$ cat config.mk
export PLATFORM = sky130hd
export DESIGN_NAME = fetch_stage
export DESIGN_NICKNAME = d
export VERILOG_FILES = /design/src/rtl/fetch_stage.sv
export SDC_FILE = /design/constraint.sdc
export NUM_CORES = 1
export LEC_CHECK = 0
export ABC_AREA = 1
export CAP_MARGIN = 0
export CORE_MARGIN = 10
export CORE_UTILIZATION = 43
export CTS_BUF_LIST = sky130_fd_sc_hd__clkbuf_16
export DETAILED_ROUTE_END_ITERATION = 12
export PLACE_DENSITY = 0.82
export SYNTH_ARGS = -nofsm -noshare
export SYNTH_HDL_FRONTEND = slang
export SYNTH_SLANG_ARGS = --single-unit
$ cat constraint.sdc
create_clock -name clk -period 3.31 [get_ports clk]
set_input_delay 0.4965 -clock clk [delete_from_list [all_inputs] [get_ports clk]]
set_output_delay 0.4965 -clock clk [all_outputs]
set_load 0.05 [all_outputs]
$ cat src/rtl/fetch_stage.sv
// fetch_stage: instruction-fetch stage and IF/ID pipeline register.
// Owns the program counter, presents the instruction memory address, applies
// writeback/execute redirects and hazard-unit stall/flush requests, and drives
// the decode-stage instruction bus with its PC values.
//
// Ports:
//   clk, reset            core clock; asynchronous active-high reset
//   StallF, StallD, FlushD hazard-unit controls
//   BranchTakenE/ALUResultE execute-stage redirect and target
//   PCSrcW/ResultW        writeback-stage PC write and target
//   imem_addr (out)       instruction address, equal to PCF
//   imem_rdata/imem_ready instruction word and its valid strobe
//   PCF                   current fetch PC
//   InstrD/ValidD/PCD     IF/ID register contents
//   PCPlus8D              PCD + 8 (R15 read value), combinational
//   fetch_cnt/stall_cnt/flush_cnt  performance counters, present only when
//                         the macro FETCH_PERF_CNT_EN is defined
module fetch_stage #(
    parameter logic [31:0] RESET_PC     = 32'h0000_0000,
    parameter logic [31:0] BUBBLE_INSTR = 32'h0000_0000
) (
    input  logic        clk,
    input  logic        reset,
    input  logic        StallF,
    input  logic        StallD,
    input  logic        FlushD,
    input  logic        BranchTakenE,
    input  logic [31:0] ALUResultE,
    input  logic        PCSrcW,
    input  logic [31:0] ResultW,
    output logic [31:0] imem_addr,
    input  logic [31:0] imem_rdata,
    input  logic        imem_ready,
    output logic [31:0] PCF,
    output logic [31:0] InstrD,
    output logic        ValidD,
    output logic [31:0] PCD,
`ifdef FETCH_PERF_CNT_EN
    output logic [31:0] fetch_cnt,
    output logic [31:0] stall_cnt,
    output logic [31:0] flush_cnt,
`endif
    output logic [31:0] PCPlus8D
);

    localparam int unsigned XLEN = 32;

    logic [XLEN-1:0] r_pc;
    logic [XLEN-1:0] r_instr;
    logic            r_valid;
    logic [XLEN-1:0] r_pcd;

    logic            w_redirect;
    logic [XLEN-1:0] w_pc_next;
    logic            w_ifid_bubble;
    logic            w_ifid_load;

    // Next-PC selection: writeback redirect beats execute redirect, and any
    // redirect overrides both StallF and a not-ready instruction memory.
    always_comb begin
        w_redirect = PCSrcW | BranchTakenE;
        w_pc_next  = r_pc + XLEN'(4);
        if (PCSrcW) begin
            w_pc_next = ResultW;
        end else if (BranchTakenE) begin
            w_pc_next = ALUResultE;
        end else if (StallF || !imem_ready) begin
            w_pc_next = r_pc;
        end
    end

    // IF/ID load decision: FlushD beats StallD; a wrong-path word fetched in a
    // redirect cycle and a cycle with no memory data both become bubbles.
    always_comb begin
        w_ifid_bubble = FlushD | (!StallD & (w_redirect | !imem_ready));
        w_ifid_load   = !FlushD & !StallD & !w_redirect & imem_ready;
    end

    // Program counter register.
    always_ff @(posedge clk or posedge reset) begin
        if (reset) begin
            r_pc <= RESET_PC;
        end else begin
            r_pc <= w_pc_next;
        end
    end

    // IF/ID pipeline register; a bubble also clears the PC field.
    always_ff @(posedge clk or posedge reset) begin
        if (reset) begin
            r_instr <= BUBBLE_INSTR;
            r_valid <= 1'b0;
            r_pcd   <= '0;
        end else if (w_ifid_bubble) begin
            r_instr <= BUBBLE_INSTR;
            r_valid <= 1'b0;
            r_pcd   <= '0;
        end else if (w_ifid_load) begin
            r_instr <= imem_rdata;
            r_valid <= 1'b1;
            r_pcd   <= r_pc;
        end
    end

`ifdef FETCH_PERF_CNT_EN
    logic [XLEN-1:0] r_fetch_cnt;
    logic [XLEN-1:0] r_stall_cnt;
    logic [XLEN-1:0] r_flush_cnt;
    logic            w_stall_evt;
    logic            w_flush_evt;

    // A hold counts as a stall only when no redirect moved the PC; a flush
    // event is any bubble caused by FlushD or by a redirect.
    always_comb begin
        w_stall_evt = !w_redirect & (StallF | !imem_ready);
        w_flush_evt = FlushD | (!StallD & w_redirect);
    end

    // Free-running wrap-around event counters.
    always_ff @(posedge clk or posedge reset) begin
        if (reset) begin
            r_fetch_cnt <= '0;
            r_stall_cnt <= '0;
            r_flush_cnt <= '0;
        end else begin
            if (w_ifid_load) r_fetch_cnt <= r_fetch_cnt + XLEN'(1);
            if (w_stall_evt) r_stall_cnt <= r_stall_cnt + XLEN'(1);
            if (w_flush_evt) r_flush_cnt <= r_flush_cnt + XLEN'(1);
        end
    end

    assign fetch_cnt = r_fetch_cnt;
    assign stall_cnt = r_stall_cnt;
    assign flush_cnt = r_flush_cnt;
`endif

    assign PCF       = r_pc;
    assign imem_addr = r_pc;
    assign InstrD    = r_instr;
    assign ValidD    = r_valid;
    assign PCD       = r_pcd;
    assign PCPlus8D  = r_pcd + XLEN'(8);

endmodule

==> run_results.csv <==
group,metric,value,unit
synthesis,syn_area_per_cell,6.996,um2
timing,rsz0062_at_grt,"false",
finish,fin_nets,1192,
timing,skew,0.004915,ns
global_route,grt_max_degree,98,
setup_path,start_kind,"register",
power,seqPwrFrac,38.1,%
timing,setup_viol,0,
setup_path,cp_common_cell,"nand2_2",
job,maxCapViolations,0,
setup_path,critPathTopFamily,"buffers and inverters",
timing,fin_crit_sh,96.85,%
timing,tightest_slew,0.6730,ns
power,sw_frac_of_total,38.97,%
synthesis,ys_seq_elements,97,
detailed_routing,vias,6738,
setup_path,crit_buf_inv,1,
clock_network,cts_buffer_depth,2,
power,p_int,2170,uW
power,power_density,396.9,nW/um2
global_route,grt_pass1_wl,36.16,mm
finish,final_common_cell,"clkdlybuf4s50_1",
run_status,status,"finished clean",
floorplan,die_y,139.0,um
floorplan,rows,43,
setup_path,crit_required,2.81,ns
power,power.switching,1386,uW
global_route,grt_pass1_vias,6527,
synthesis,ys_warn_count,0,
power,power_frac_clock,29.2,%
clock_network,clk_pin_slew,0.07,ns
timing,slew_headroom,55.07,%
detailed_routing,wl,23.35,mm
floorplan,initial_core_util,43.90,%
synthesis,ys_seq_area_share,39.84,%
setup_path,r2r_start,"PCF[3]$_DFFE_PP0P_",
detailed_routing,final_antenna_net_count,0,
setup_path,worstPathArrival,2.71,ns
global_route,antenna_found_initial,1,
min_path,hp-class,"register to register",
placed_design,hpwlAfterDp,17.94,mm
clock_network,cts.sinks,97,
global_route,overflow,0,
floorplan,pin_count,265,
placed_design,io_buffer_count,264,
power,p_leak,0.004096,uW
setup_path,cp_cell_sequence,"ha_1 -> nand2_2 -> nor3_4 -> nand2_2 -> nor2_4 -> xor2_1 -> clkdlybuf4s50_1",
timing,min_period,3.206,ns
setup_path,worstPathMaxFanout,5,
timing,hold_viol,0,
synthesis,syn-num-nets,977,
detailed_routing,drc,0,
floorplan,die-area,19330,um2
setup_path,critPathMaxStageDelay,0.84,ns
synthesis,synth_area,6093,um2
floorplan,core-area,13880,um2
placed_design,place_congestion,0.9965,
clock_network,cts_tree,"yes",
min_path,hold_path_end,"InstrD[20]$_DFFE_PP0P_",
min_path,holdCritStartpoint,"InstrD[20]$_DFFE_PP0P_",
finish,final_util,64.54,%
synthesis,synth_cells,871,
detailed_routing,via_per_inst,5.293,
detailed_routing,drtIter0Drc,670,
clock_network,htree_levels,3,
clock_network,root_buffer,"clkbuf_16",
clock_network,postCtsSetupBuffers,0,
setup_path,reg2reg_slack,1.43,ns
timing,maxSlewViolCount,0,
setup_path,r2r_end,"PCF[30]$_DFFE_PP0P_",
finish,drive_gt1_share,4.216,%
clock_network,cts_made_buffers,9,
detailed_routing,first_pass_iters,8,
setup_path,cp_slowest_cell,"clkdlybuf4s50_1",
power,combPwrFrac,32.6,%
clock_network,clock_latency,0.36,ns
finish,layout_common_cells,"clkdlybuf4s50_1 (257), nand2_1 (196), inv_1 (108), nor2_1 (98), dfrtp_1 (97)",
floorplan,die_w,139.0,um
finish,synthToLayoutAreaGrowth,47.02,%
power,ir_worst_vdd,0.2434,mV
setup_path,worst-setup-path-type,"register to output port",
synthesis,synth_cell_type_count,32,
global_route,gr-usage-all-layers,22.92,%
timing,maxClockFrequency,311.9,MHz
min_path,holdPathStages,2,
setup_path,reg2reg_depth,10,
setup_path,endpoint_kind,"output port",
timing,tns,0,ns
finish,fillers,1225,
detailed_routing,wl_per_cell,18.34,um
[repair_timing]
item                                   in CTS  in global routing
hold buffers                                0                  0
gates resized for setup                     0                  6
setup endpoints to repair                   0                  6
endpoints found under the hold margin       0                  0
[cells by family (layout without fill, tap and decap cells)]
group	count (synthesis)	after routing	share of synthesized area (%)
other cells	0	2	0
simple gates	437	437	30.94
buf+inv	182	402	13.53
fa+ha+maj	2	2	0.4106
xor+xnor	29	29	4.168
flops	97	97	39.84
compound gates	124	124	11.11
[power by group through the flow]
| stage | clock, uW | sequential (uW) | combinational [uW] |
|---|---|---|---|
| after floorplan | 0 | 1550 | 548 |
| after global placement | 0 | 1370 | 1150 |
| after detailed placement | 0 | 1380 | 1160 |
| after CTS | 1060 | 1350 | 1170 |
| after global routing | 1090 | 1370 | 1230 |
| final | 1040 | 1360 | 1160 |
[how the worst max path moves through the flow]
stage / depth (start not counted) / startpoint / end
floorplan: 1 / reset / InstrD[0]$_DFFE_PP0P_
global placement: 8 / PCD[4]$_DFFE_PP0P_ / PCPlus8D[19]
finish: 7 / PCD[4]$_DFFE_PP0P_ / PCPlus8D[17]
detailed placement: 8 / PCD[4]$_DFFE_PP0P_ / PCPlus8D[19]
CTS: 8 / PCD[4]$_DFFE_PP0P_ / PCPlus8D[21]
global route: 7 / PCD[4]$_DFFE_PP0P_ / PCPlus8D[17]
[metrics by stage]
| step | worst slack, ns | cell area (um2) | hold slack (ns) | std cells | total power, uW |
|---|---|---|---|---|---|
| global route | 0.006906 | 8956 | 0.5473 | 1272 | 3690 |
| finish | 0.1041 | 8959 | 0.5117 | 1273 | 3556 |
| floorplan | 0.2798 | 6093 | 0.6393 | 871 | 2102 |
| global placement | 0.5404 | 8653 | 0.4918 | 1255 | 2527 |
| detailed placement | 0.4705 | 8653 | 0.4979 | 1255 | 2536 |
| CTS | 0.06586 | 8939 | 0.5157 | 1271 | 3574 |
[metal layers]
metal	share of wire (%)	global-route usage [%]	vias to the layer above	routed length, um
met4	2.7	8.567	0	619
li1	-	-	3200	-
met2	47	36.22	360	10940
met5	0	0	-	0
met3	9.0	6.712	41	2112
met1	41	28.90	3137	9671
[Yosys cell counts, drive strengths merged]
library cell | n | area, um2
nand2 | 202 | 773.3
inv | 110 | 412.9
nor2 | 107 | 434.2
dfrtp | 97 | 2427
nand3 | 92 | 460.4
o21ai | 66 | 330.3
buf | 46 | 314.1
xor2 | 28 | 245.2
o22ai | 27 | 168.9
clkbuf | 25 | 93.84
a21oi | 21 | 105.1
nor3 | 17 | 96.35
nand4 | 11 | 68.82
a211oi | 3 | 22.52
and2 | 3 | 18.77
o211ai | 3 | 22.52
a21o | 2 | 15.01
a31oi | 2 | 12.51
ha | 2 | 25.02
nand3b | 2 | 15.01
nor4 | 2 | 12.51
and3 | 1 | 6.260
clkinv | 1 | 3.750
xnor2 | 1 | 8.760
[flip-flops by register name, indices dropped and copies added (netlist names)]
| name | cells |
|---|---|
| ValidD | 1 |
| InstrD | 32 |
| PCD | 32 |
| PCF | 32 |
[worst min-delay path, cell delays in order, from the launching register on]
cell and delay (ns):
dfrtp_1 0.35, nand3_1 0.07, o21ai_0 0.06
[area by class of cell]
| class | instances | area [um2] | share of cell area, % |
|---|---|---|---|
| inverters | 111 | 419.2 | 4.679 |
| repair buffers | 275 | 2750 | 30.70 |
| clock inverters | 7 | 60.06 | 0.6704 |
| multi-input cells | 592 | 2846 | 31.77 |
| flip-flops and latches | 97 | 2427 | 27.10 |
| well taps | 180 | 225.2 | 2.514 |
| clock buffers | 9 | 225.2 | 2.514 |
| diodes | 2 | 5.005 | 0.05587 |
Note: power is estimated with default switching activity, not from simulation.
